<file path="src/rtl/lieat_lsu_memctrl_pkg.sv">
`default_nettype none
// ============================================================================
//  Module      : lieat_lsu_memctrl_pkg
//  Description : Shared definitions for the LSU memory controller: FSM state
//                encodings, access-size encodings and request flag layout.
//  Revision    : 1.0 - initial release
// ============================================================================
package lieat_lsu_memctrl_pkg;

   // Controller states
   typedef enum logic [2:0] {
      ST_IDLE  = 3'd0,
      ST_CMD   = 3'd1,
      ST_WAIT  = 3'd2,
      ST_FENCE = 3'd3,
      ST_RSP   = 3'd4
   } lsu_state_t;

   // Access size encodings carried in flag[1:0]
   localparam logic [1:0] SIZE_BYTE = 2'b00;
   localparam logic [1:0] SIZE_HALF = 2'b01;
   localparam logic [1:0] SIZE_WORD = 2'b10;

   // Flag layout: {usign, size[1:0]}
   localparam int FLAG_USIGN_BIT = 2;

   function automatic logic [1:0] flag_size(input logic [2:0] flag);
      return flag[1:0];
   endfunction

   function automatic logic flag_usign(input logic [2:0] flag);
      return flag[FLAG_USIGN_BIT];
   endfunction

endpackage
`default_nettype wire

</file>
<file path="src/rtl/lieat_lsu_dataalign.sv">
`default_nettype none
// ============================================================================
//  Module      : lieat_lsu_dataalign
//  Description : Combinational lane alignment for the LSU: store byte strobes,
//                store data replication and load data shift plus extension.
//                Misaligned half/word accesses drop the offending address
//                bits instead of faulting. The memory bus is 32 bits wide;
//                XLEN must be at least 32.
//  Revision    : 1.0 - initial release
// ============================================================================
module lieat_lsu_dataalign
   import lieat_lsu_memctrl_pkg::*;
#(
   parameter int XLEN = 32
) (
   input  logic [1:0]      addr,
   input  logic [2:0]      flag,
   input  logic [XLEN-1:0] wdata,
   input  logic [XLEN-1:0] rdata,
   output logic [3:0]      wstrb,
   output logic [XLEN-1:0] wdata_aligned,
   output logic [XLEN-1:0] rdata_ext
);

   logic [31:0] rshift;
   logic        usign;

   assign usign = flag_usign(flag);

   // Size-dependent strobe, write replication and read shift/extend
   always_comb begin
      wstrb         = 4'b1111;
      wdata_aligned = wdata;
      rshift        = rdata[31:0];
      rdata_ext     = '0;
      case (flag_size(flag))
         SIZE_BYTE: begin
            wstrb         = 4'b0001 << addr;
            wdata_aligned = XLEN'({4{wdata[7:0]}});
            rshift        = rdata[31:0] >> {addr, 3'b000};
            rdata_ext     = usign ? XLEN'(rshift[7:0])
                                  : XLEN'($signed(rshift[7:0]));
         end
         SIZE_HALF: begin
            wstrb         = 4'b0011 << {addr[1], 1'b0};
            wdata_aligned = XLEN'({2{wdata[15:0]}});
            rshift        = rdata[31:0] >> {addr[1], 4'b0000};
            rdata_ext     = usign ? XLEN'(rshift[15:0])
                                  : XLEN'($signed(rshift[15:0]));
         end
         SIZE_WORD: begin
            rdata_ext     = usign ? XLEN'(rshift) : XLEN'($signed(rshift));
         end
         default: begin
            rdata_ext     = usign ? XLEN'(rshift) : XLEN'($signed(rshift));
         end
      endcase
   end

endmodule
`default_nettype wire

</file>
<file path="src/rtl/lieat_lsu_memctrl.sv">
`default_nettype none
// ============================================================================
//  Module      : lieat_lsu_memctrl
//  Description : Single-outstanding LSU memory controller. Accepts a load,
//                store or fence.i request, issues one memory command or an
//                I-cache flush handshake, and returns one response.
//  Revision    : 1.0 - initial release
// ============================================================================
module lieat_lsu_memctrl
   import lieat_lsu_memctrl_pkg::*;
#(
   parameter int XLEN = 32
) (
   input  logic            clk,
   input  logic            rst_n,
   // request channel
   input  logic            lsu_req_valid,
   output logic            lsu_req_ready,
   input  logic            lsu_req_ren,
   input  logic            lsu_req_wen,
   input  logic            lsu_req_fencei,
   input  logic [XLEN-1:0] lsu_req_addr,
   input  logic [XLEN-1:0] lsu_req_wdata,
   input  logic [2:0]      lsu_req_flag,
   // response channel
   output logic            lsu_rsp_valid,
   input  logic            lsu_rsp_ready,
   output logic [XLEN-1:0] lsu_rsp_rdata,
   // memory command
   output logic            mem_valid,
   input  logic            mem_ready,
   output logic            mem_wen,
   output logic [XLEN-1:0] mem_addr,
   output logic [3:0]      mem_wstrb,
   output logic [XLEN-1:0] mem_wdata,
   // memory read return
   input  logic            mem_rvalid,
   input  logic [XLEN-1:0] mem_rdata,
   // instruction-cache flush
   output logic            fencei_req,
   input  logic            fencei_ack
);

   lsu_state_t      state;
   lsu_state_t      state_nx;

   logic [XLEN-1:0] addr_q;
   logic [XLEN-1:0] wdata_q;
   logic [2:0]      flag_q;
   logic            is_store_q;
   logic [XLEN-1:0] rdata_q;

   logic [3:0]      wstrb_w;
   logic [XLEN-1:0] wdata_al;
   logic [XLEN-1:0] rdata_ext;

   logic            accept;

   assign accept = (state == ST_IDLE) && lsu_req_valid;

   // State register
   always_ff @(posedge clk or negedge rst_n) begin
      if (!rst_n) state <= ST_IDLE;
      else        state <= state_nx;
   end

   // Next-state decode; fence.i outranks store, store outranks load
   always_comb begin
      state_nx = state;
      case (state)
         ST_IDLE: begin
            if (lsu_req_valid) begin
               if (lsu_req_fencei)                  state_nx = ST_FENCE;
               else if (lsu_req_wen || lsu_req_ren) state_nx = ST_CMD;
               else                                 state_nx = ST_RSP;
            end
         end
         ST_CMD:   if (mem_ready)     state_nx = is_store_q ? ST_RSP : ST_WAIT;
         ST_WAIT:  if (mem_rvalid)    state_nx = ST_RSP;
         ST_FENCE: if (fencei_ack)    state_nx = ST_RSP;
         ST_RSP:   if (lsu_rsp_ready) state_nx = ST_IDLE;
         default:                     state_nx = ST_IDLE;
      endcase
   end

   // Request capture and load-data capture
   always_ff @(posedge clk or negedge rst_n) begin
      if (!rst_n) begin
         addr_q     <= '0;
         wdata_q    <= '0;
         flag_q     <= '0;
         is_store_q <= 1'b0;
         rdata_q    <= '0;
      end else begin
         if (accept) begin
            addr_q     <= lsu_req_addr;
            wdata_q    <= lsu_req_wdata;
            flag_q     <= lsu_req_flag;
            is_store_q <= lsu_req_wen && !lsu_req_fencei;
            // stores, fences and empty requests all answer with zero
            rdata_q    <= '0;
         end
         if ((state == ST_WAIT) && mem_rvalid) begin
            rdata_q <= rdata_ext;
         end
      end
   end

   lieat_lsu_dataalign #(
      .XLEN          (XLEN)
   ) u_dataalign (
      .addr          (addr_q[1:0]),
      .flag          (flag_q),
      .wdata         (wdata_q),
      .rdata         (mem_rdata),
      .wstrb         (wstrb_w),
      .wdata_aligned (wdata_al),
      .rdata_ext     (rdata_ext)
   );

   // Handshake outputs are pure state decode: no input-to-output paths
   assign lsu_req_ready = (state == ST_IDLE);
   assign mem_valid     = (state == ST_CMD);
   assign fencei_req    = (state == ST_FENCE);
   assign lsu_rsp_valid = (state == ST_RSP);
   assign lsu_rsp_rdata = rdata_q;

   // Command fields come straight from the latched request
   assign mem_wen   = is_store_q;
   assign mem_addr  = {addr_q[XLEN-1:2], 2'b00};
   assign mem_wstrb = is_store_q ? wstrb_w : 4'b0000;
   assign mem_wdata = wdata_al;

endmodule
`default_nettype wire

</file>
<file path="config.mk">
export PLATFORM = sky130hd
export DESIGN_NAME = lieat_lsu_memctrl
export DESIGN_NICKNAME = d
export VERILOG_FILES = /design/src/rtl/lieat_lsu_memctrl_pkg.sv /design/src/rtl/lieat_lsu_dataalign.sv /design/src/rtl/lieat_lsu_memctrl.sv
export SDC_FILE = /design/constraint.sdc
export NUM_CORES = 1
export LEC_CHECK = 0
export ABC_AREA = 1
export CORE_MARGIN = 2
export CORE_UTILIZATION = 48
export DETAILED_ROUTE_END_ITERATION = 10
export GPL_TIMING_DRIVEN = 0
export PLACE_DENSITY_LB_ADDON = 0.2
export SLEW_MARGIN = 20
export SYNTH_ARGS = -nofsm -noshare
export SYNTH_HDL_FRONTEND = slang
export SYNTH_SLANG_ARGS = --single-unit
</file>
<file path="constraint.sdc">
create_clock -name clk -period 4.21 [get_ports clk]
set_input_delay 0.842 -clock clk [delete_from_list [all_inputs] [get_ports clk]]
set_output_delay 0.842 -clock clk [all_outputs]
set_load 0.005 [all_outputs]
</file>
==> results of run 1 <==
[metrics by stage]
step	instance area [um^2]	power, mW	std cells	utilization
after floorplan	5439	3.352	751	-
after global placement	7726	4.878	1102	0.7065
after detailed placement	7755	4.945	1103	0.7092
after CTS	8066	5.861	1119	0.7376
after global routing	8066	6.277	1119	0.7376
final	8066	5.834	1119	0.7376
[kinds of logic (layout without fill, tap and decap cells)]
| group | after synthesis | after routing | share of synthesized area |
|---|---|---|---|
| AOI/OAI and AO/OA | 61 | 61 | 0.06123 |
| buffers and inverters | 117 | 345 | 0.1259 |
| DFF | 103 | 103 | 0.4742 |
| other | 1 | 2 | 0.0006899 |
| and+or+nand+nor | 468 | 468 | 0.3379 |
[how the worst max path moves through the flow]
stage / from / slack (ns) / depth (start not counted) / end
2_1_floorplan: flag_q[1] / 2.22 / 7 / mem_wdata[26]
3_3_place_gp: rst_n / -1.66 / 1 / addr_q[19]
3_5_place_dp: flag_q[1] / 1.44 / 8 / mem_wdata[26]
4_1_cts: flag_q[1] / 1.04 / 8 / mem_wdata[26]
5_1_grt: flag_q[1] / 0.94 / 8 / mem_wdata[26]
6_report: flag_q[1] / 1.04 / 8 / mem_wdata[26]
[power breakdown]
group / leakage (nW) / total, mW / switching, mW / internal, mW
registers: 1.31 / 1.71 / 0.280 / 1.43
clock network: 0.156 / 0.891 / 0.403 / 0.488
logic: 2.69 / 3.23 / 1.54 / 1.69
[cell type report]
| type | count | share of cell area |
|---|---|---|
| multi-input cells | 531 | 0.2699 |
| inverters | 43 | 0.02032 |
| clock buffers | 10 | 0.02963 |
| plain buffers | 74 | 0.06453 |
| repair buffers | 212 | 0.2654 |
| flip-flops and latches | 103 | 0.3195 |
| well taps | 140 | 0.02172 |
| clock inverters | 6 | 0.008996 |
[cells in the mapped netlist]
cell type,instances
inv_4,1
nand3_2,3
o21ai_0,34
o211ai_1,11
inv_1,34
nor3_1,1
buf_6,7
nor2_4,2
buf_4,48
nand2_1,410
buf_2,8
nor2_2,2
nor2_1,25
conb_1,1
nand4_1,1
nand3b_1,1
inv_2,8
clkbuf_1,11
nand2_2,4
a21oi_1,16
nand3_1,19
dfrtp_1,103
[state kept, by name (all words and copies together) (netlist names)]
signal and count:
addr_q 32, flag_q 3, lsu_rsp_rdata 32, mem_wen 1
state 3, wdata_q 32
[per-layer routing]
| layer | vias to the layer above | part of all wire |
|---|---|---|
| li1 | 2702 | - |
| met1 | 2499 | 0.40 |
| met2 | 215 | 0.49 |
| met3 | 29 | 0.088 |
| met4 | 0 | 0.018 |
| met5 | - | 0 |
[cell usage in the layout (no fill, tap or decap), types with 2 or more instances in the layout]
cell             instances
nand2_1                410
clkdlybuf4s50_1        210
dfrtp_1                103
buf_4                   48
inv_1                   34
o21ai_0                 34
nor2_1                  25
nand3_1                 19
a21oi_1                 16
clkbuf_1                11
o211ai_1                11
clkbuf_16                9
buf_6                    8
inv_2                    8
buf_2                    8
nand2_2                  4
nand3_2                  3
inv_6                    3
nor2_4                   2
nor2_2                   2
conb_1                   2
==> results.py, run 1 <==
metrics = {
    "sta": {
        "setup-violations-final": 0,
        "setup_tns_ns": 0,
        "rsz0062_at_grt": "no",
        "fin_crit_ns": 3.169,
        "drv_slew": 0,
        "whs_ns": 0.3909,
        "hold_viol": 0,
        "clock.fmax_mhz": 315.5,
        "slew_headroom": 0.6203,
        "finalCritPeriodShare": 0.7528,
        "skew_ns": 0.01116,
        "worst_slew_pin_slew_ns": 0.5696,
        "setup_ws_ns": 1.041,
    },
    "critical_path": {
        "r2r-start": "state[0]",
        "critical_path.top_delay_family": "buffers and inverters",
        "critical_path_arrival_ns": 2.33,
        "crit_required_ns": 3.37,
        "worst-path-buf-inv": 5,
        "path_class": "flop to output port",
        "crit_fanout": 10,
        "path_cells": "buf_6 > inv_4 > nand2_2 > inv_2 > clkbuf_1 > nand2_1 > nand3_1 > clkdlybuf4s50_1",
        "cp_slowest_cell": "clkdlybuf4s50_1",
        "r2r_slack_ns": 2.50,
        "end_kind": "output port",
        "reg2reg_to": "lsu_rsp_rdata[18]",
        "reg2reg_depth": 11,
        "slowest_delay_ns": 0.51,
        "cp-start-kind": "flop",
    },
    "yosys": {
        "yosys.area.top_type": "dfrtp_1",
        "avgSynthCellArea_um2": 7.247,
        "ys_top_cells_by_area": "dfrtp_1, nand2_1, buf_4",
        "syn-instance-count": 750,
        "yosys.area.top_type_share": 0.4742,
        "ys_seq_area_frac": 0.4742,
        "ys_types": 22,
        "synth_seq_cells": 103,
        "yosys_warnings": 0,
        "syn_area_um2": 5435,
    },
    "floorplanning": {
        "die_area_um2": 12190,
        "io_pins": 214,
        "rows": 38,
        "start_util": 0.4970,
        "core_area_um2": 10940,
        "die_w_um": 110.4,
        "die_height_um": 110.4,
    },
    "clocking": {
        "cts_hold_buf": 0,
        "tritoncts": "built",
        "insertion_delay_ns": 0.35,
        "postCtsSetupBuffers": 0,
        "cts_made_buffers": 9,
        "clk_pin_slew_ns": 0.08,
        "h-tree-depth": 3,
        "clockBufferDepth": 2,
        "ctsResizeCount": 0,
        "cts.sinks": 103,
        "cts_root_buf": "clkbuf_16",
    },
    "global_routing": {
        "grt_usage": 0.2625,
        "grt_busiest_layer": "met2",
        "met1_usage": 0.3268,
        "grt_pass1_wl_um": 26130,
        "grtUsageMet3": 0.07958,
        "overflow": 0,
        "met2_usage": 0.4479,
        "grt_pass1_vias": 5411,
        "grt_max_degree": 65,
        "antenna_found_initial": 0,
    },
    "final_layout": {
        "nets": 1083,
        "drive_gt1_frac": 0.1032,
        "num_antenna_cells": 0,
        "multi_input_area_um2": 2177,
        "area_growth_pct": 48.41,
        "seqCellArea_um2": 2577,
        "fillCellCount": 915,
    },
    "drt": {
        "detail_route.wl_per_cell_um": 14.30,
        "first_pass_iters": 5,
        "drtIter0Drc": 420,
        "remaining_drc_errors": 0,
        "drt_wl_total_um": 16010,
        "ant_nets": 0,
        "vias": 5445,
        "drt-vias-per-instance": 4.866,
    },
    "run": {
        "cap_violations": 0,
    },
    "placement": {
        "globalplace.congestion": 0.9048,
        "pre_cts_slack_ns": 1.440,
        "hpwl_um": 12130,
        "io_buffer_count": 211,
    },
    "outcome": {
        "status": "finished, final reports clean",
    },
    "power_and_ir_drop": {
        "leakage_nw": 4.162,
        "ir_worst_vdd_v": 0.0004933,
        "power.density_nw_per_um2": 723.2,
    },
    "hold_path": {
        "min_path_type": "input pin to async pin",
    },
}
Note: power is estimated with default switching activity, not from simulation.
==> run 2: changes to the inputs <==
--- a/config.mk
+++ b/config.mk
@@ -7,7 +7,7 @@
 export LEC_CHECK = 0
 export ABC_AREA = 1
 export CORE_MARGIN = 2
-export CORE_UTILIZATION = 48
+export CORE_UTILIZATION = 44
 export DETAILED_ROUTE_END_ITERATION = 10
 export GPL_TIMING_DRIVEN = 0
 export PLACE_DENSITY_LB_ADDON = 0.2
==> constraint.sdc (replaced) <==
create_clock -name clk -period 3.04 [get_ports clk]
set_input_delay 0.608 -clock clk [delete_from_list [all_inputs] [get_ports clk]]
set_output_delay 0.608 -clock clk [all_outputs]
set_load 0.005 [all_outputs]
==> results.py, run 2 (synthesis results as in run 1) <==
metrics = {
    "sta": {
        "fin_crit_ns": 2.808,
        "slew_headroom": 0.6006,
        "clock.fmax_mhz": 356.1,
        "hold_viol": 0,
        "finalCritPeriodShare": 0.9238,
        "skew_ns": 0.004597,
        "setup-violations-final": 0,
        "rsz0062_at_grt": "no",
        "worst_slew_pin_slew_ns": 0.5991,
        "drv_slew": 0,
    },
    "clocking": {
        "tritoncts": "built",
        "insertion_delay_ns": 0.35,
        "cts.sinks": 103,
        "cts_root_buf": "clkbuf_16",
        "clockBufferDepth": 2,
        "clk_pin_slew_ns": 0.07,
        "h-tree-depth": 3,
        "cts_made_buffers": 9,
    },
    "final_layout": {
        "fin_util": 0.6679,
        "final_common_cell": "nand2_1",
        "instances_no_fill": 1125,
        "area_growth_pct": 47.61,
        "most-common-layout-cells": "nand2_1, clkdlybuf4s50_1, dfrtp_1",
        "nets": 1083,
        "drive_gt1_frac": 0.1002,
        "postLayoutCellArea_um2": 8023,
        "num_antenna_cells": 0,
    },
    "placement": {
        "hpwl_um": 12640,
        "placed_cells": 1110,
        "globalplace.congestion": 0.9064,
        "io_buffer_count": 211,
        "dpl_cell_area_um2": 7764,
    },
    "critical_path": {
        "critical_path.top_delay_family": "buffers and inverters",
        "path_cells": "buf_6 > inv_4 > nand2_2 > inv_2 > buf_2 > nand2_1 > o211ai_1 > clkdlybuf4s50_1",
        "slowest_delay_ns": 0.56,
        "end_kind": "output port",
        "r2r_slack_ns": 1.41,
        "crit_required_ns": 2.43,
        "crit_fanout": 10,
        "critical_path_arrival_ns": 2.20,
        "worst-path-buf-inv": 5,
        "cp_slowest_cell": "clkdlybuf4s50_1",
        "path_class": "flop to output port",
        "cp-start-kind": "flop",
    },
    "drt": {
        "remaining_drc_errors": 0,
        "drt-vias-per-instance": 4.768,
        "vias": 5364,
        "drt_wl_total_um": 16310,
        "ant_nets": 0,
        "detail_route.wl_per_cell_um": 14.49,
        "first_pass_iters": 4,
        "drtIter0Drc": 333,
    },
    "power_and_ir_drop": {
        "ir_worst_vdd_v": 0.0005481,
        "leakage_nw": 4.131,
        "power.density_nw_per_um2": 985.0,
    },
    "floorplanning": {
        "die_w_um": 115.1,
        "io_pins": 214,
        "die_height_um": 115.1,
        "die_area_um2": 13260,
        "core_area_um2": 12010,
        "rows": 40,
        "start_util": 0.4525,
    },
    "global_routing": {
        "overflow": 0,
        "grt_pass1_vias": 5257,
        "antenna_found_initial": 0,
        "grt_pass1_wl_um": 25810,
        "grt_max_degree": 69,
        "grt_usage": 0.2551,
    },
    "outcome": {
        "status": "finished, final reports clean",
    },
    "hold_path": {
        "min_path_type": "input pin to async pin",
    },
    "run": {
        "cap_violations": 0,
    },
}
[run 2: timing repair]
item | 4_1_cts | 5_1_grt
setup buffers | 0 | 0
hold buffers | 0 | 0
hold endpoints to repair | 0 | 0
setup endpoints to repair | 0 | 4
resized for setup | 0 | 2
[run 2: final timing paths]
path                       cells past startpoint  startpoint                 to
min                                            1       rst_n           state[2]
min in group clk                               2  addr_q[22]         addr_q[22]
max                                            8   flag_q[1]      mem_wdata[30]
min reg2reg                                    2  addr_q[22]         addr_q[22]
max reg2reg                                   11    state[0]  lsu_rsp_rdata[18]
max in group asynchronous                      2       rst_n  lsu_rsp_rdata[13]
[run 2: final cells by class]
cell class,count,area (um^2)
Fill cell,1046,3989
Sequential cell,103,2577
Multi-Input combinational cell,531,2177
Timing Repair Buffer,212,2141
Buffer,74,521.8
Clock buffer,12,236.5
Tap cell,147,183.9
Inverter,43,163.9
Clock inverter,3,21.27
[run 2: report_power, final]
| part | leakage, nW | switching (mW) | internal, mW |
|---|---|---|---|
| logic | 2.69 | 2.11 | 2.35 |
| registers | 1.31 | 0.393 | 1.98 |
| clock network | 0.123 | 0.511 | 0.553 |
[run 2: worst register-to-register path, stage by stage (launching register included)]
cell,delay (ns)
dfrtp_1,0.40
inv_2,0.10
nand2_2,0.08
nor2_4,0.13
inv_2,0.07
nor2_4,0.18
inv_2,0.10
nand2_1,0.08
inv_2,0.08
buf_4,0.18
nand2_1,0.07
nand2_1,0.05
[run 2: per-layer routing]
| metal | wire length (um) | share of wire | up-vias | global-route usage |
|---|---|---|---|---|
| li1 | - | - | 2696 | - |
| met5 | 0 | 0 | - | 0 |
| met2 | 7739 | 0.47 | 198 | 0.4318 |
| met4 | 334 | 0.020 | 0 | 0.08996 |
| met3 | 1727 | 0.11 | 22 | 0.09752 |
| met1 | 6504 | 0.40 | 2448 | 0.2967 |
[run 2: stage by stage]
stage	total power, mW	TNS [ns]	hold WS [ns]	setup slack, ns
after floorplan	4.642	0	0.3124	1.283
after global placement	6.820	-274.85	0.4534	-2.674
after detailed placement	6.886	0	0.4595	0.4552
after CTS	7.983	0	0.1524	0.06540
after global routing	8.552	0	0.1656	0.05532
final	7.903	0	0.1505	0.2318
==> run 3: changes to the inputs <==
--- a/config.mk
+++ b/config.mk
@@ -11,7 +11,6 @@
 export DETAILED_ROUTE_END_ITERATION = 10
 export GPL_TIMING_DRIVEN = 0
 export PLACE_DENSITY_LB_ADDON = 0.2
-export SLEW_MARGIN = 20
 export SYNTH_ARGS = -nofsm -noshare
 export SYNTH_HDL_FRONTEND = slang
 export SYNTH_SLANG_ARGS = --single-unit
==> results.py, run 3 (synthesis results as in run 1) <==
metrics = {
    "clocking": {
        "cts_made_buffers": 9,
        "clk_pin_slew_ns": 0.07,
        "clockBufferDepth": 2,
        "insertion_delay_ns": 0.35,
        "tritoncts": "built",
        "cts.sinks": 103,
        "h-tree-depth": 3,
        "postCtsSetupBuffers": 0,
        "cts_root_buf": "clkbuf_16",
    },
    "placement": {
        "globalplace.congestion": 0.9064,
        "hpwl_um": 12640,
        "dpl_cell_area_um2": 7760,
        "pre_cts_slack_ns": 0.4552,
        "io_buffer_count": 211,
    },
    "sta": {
        "clock.fmax_mhz": 356.5,
        "fin_crit_ns": 2.805,
        "skew_ns": 0.004414,
        "finalCritPeriodShare": 0.9228,
        "setup-violations-final": 0,
        "rsz0062_at_grt": "no",
        "setup_tns_ns": 0,
        "slew_headroom": 0.6043,
        "drv_slew": 0,
        "hold_viol": 0,
        "setup_ws_ns": 0.2348,
        "worst_slew_pin_slew_ns": 0.5935,
    },
    "critical_path": {
        "critical_path_arrival_ns": 2.20,
        "setup.worst_path.start": "flag_q[1]",
        "path_class": "flop to output port",
        "r2r-start": "state[0]",
        "slowest_delay_ns": 0.49,
        "worst-path-buf-inv": 5,
        "cp-start-kind": "flop",
        "endpoint": "mem_wdata[22]",
        "cp_slowest_cell": "clkdlybuf4s50_1",
        "crit_fanout": 10,
        "r2r_slack_ns": 1.41,
        "crit_required_ns": 2.43,
        "critical_path.top_delay_family": "buffers and inverters",
        "cp_num_cells": 7,
        "reg2reg_depth": 11,
        "reg2reg_to": "lsu_rsp_rdata[18]",
        "end_kind": "output port",
        "path_cells": "buf_6 > inv_4 > buf_6 > clkbuf_1 > nand2_1 > nand2_1 > clkdlybuf4s50_1",
    },
    "drt": {
        "remaining_drc_errors": 0,
        "first_pass_iters": 4,
        "vias": 5350,
        "drt_wl_total_um": 16340,
        "drtIter0Drc": 296,
        "drt-vias-per-instance": 4.756,
        "detail_route.wl_per_cell_um": 14.53,
        "ant_nets": 0,
    },
    "final_layout": {
        "postLayoutCellArea_um2": 8019,
        "area_growth_pct": 47.54,
        "most-common-layout-cells": "nand2_1, clkdlybuf4s50_1, dfrtp_1",
        "drive_gt1_frac": 0.1002,
        "nets": 1083,
        "num_antenna_cells": 0,
        "final_common_cell": "nand2_1",
    },
    "run": {
        "cap_violations": 0,
    },
    "global_routing": {
        "antenna_found_initial": 0,
        "grt_pass1_wl_um": 25830,
        "overflow": 0,
        "grt_usage": 0.2552,
        "grt_max_degree": 69,
        "grt_pass1_vias": 5260,
    },
    "outcome": {
        "status": "finished, final reports clean",
    },
    "floorplanning": {
        "start_util": 0.4525,
        "die_area_um2": 13260,
        "core_area_um2": 12010,
        "die_height_um": 115.1,
        "io_pins": 214,
        "die_w_um": 115.1,
        "rows": 40,
    },
    "hold_path": {
        "min_path_type": "input pin to async pin",
    },
    "power_and_ir_drop": {
        "ir_worst_vdd_v": 0.0005476,
        "power.density_nw_per_um2": 985.7,
        "leakage_nw": 4.130,
    },
}
==> run 3: cell type report <==
type | count | area, um^2
plain buffers | 74 | 521.8
clock buffers | 12 | 236.5
clock inverters | 3 | 21.27
fillers | 1045 | 3993
inverters | 43 | 163.9
multi-input cells | 531 | 2177
flip-flops and latches | 103 | 2577
well taps | 147 | 183.9
repair buffers | 212 | 2137
==> run 3: repair_timing <==
action / CTS / global route
hold buffers: 0 / 0
setup endpoints to repair: 0 / 4
resized for setup: 0 / 2
==> run 3: where the power goes <==
part / switching, mW / internal (mW) / total [mW] / leakage (nW)
logic: 2.12 / 2.35 / 4.47 / 2.69
clock network: 0.509 / 0.553 / 1.06 / 0.123
registers: 0.393 / 1.98 / 2.38 / 1.31
total: 3.02 / 4.89 / 7.90 / 4.13
==> run 3: worst min path at each step <==
stage	startpoint	endpoint	slack, ns
5_1_grt	rst_n	state[2]	0.25
3_5_place_dp	addr_q[22]	addr_q[22]	0.46
3_3_place_gp	wdata_q[16]	wdata_q[16]	0.45
2_1_floorplan	rst_n	addr_q[0]	0.31
6_report	rst_n	state[2]	0.22
4_1_cts	rst_n	state[2]	0.23
==> run 3: per-layer routing <==
layer	track usage	routed length, um	vias up
met2	0.4318	7765	181
met5	0	0	-
li1	-	-	2697
met4	0.08996	332	0
met1	0.2967	6590	2450
met3	0.09805	1656	22
==> run 3: stage by stage <==
| step | cells | total power, mW | utilization | hold WS [ns] |
|---|---|---|---|---|
| 6_report | 1125 | 7.905 | 0.6676 | 0.2211 |
| 5_1_grt | 1125 | 8.552 | 0.6676 | 0.2496 |
| 3_5_place_dp | 1110 | 6.885 | 0.6460 | 0.4595 |
| 3_3_place_gp | 1109 | 6.820 | 0.6440 | 0.4534 |
| 2_1_floorplan | 751 | 4.642 | - | 0.3124 |
| 4_1_cts | 1125 | 7.982 | 0.6675 | 0.2287 |
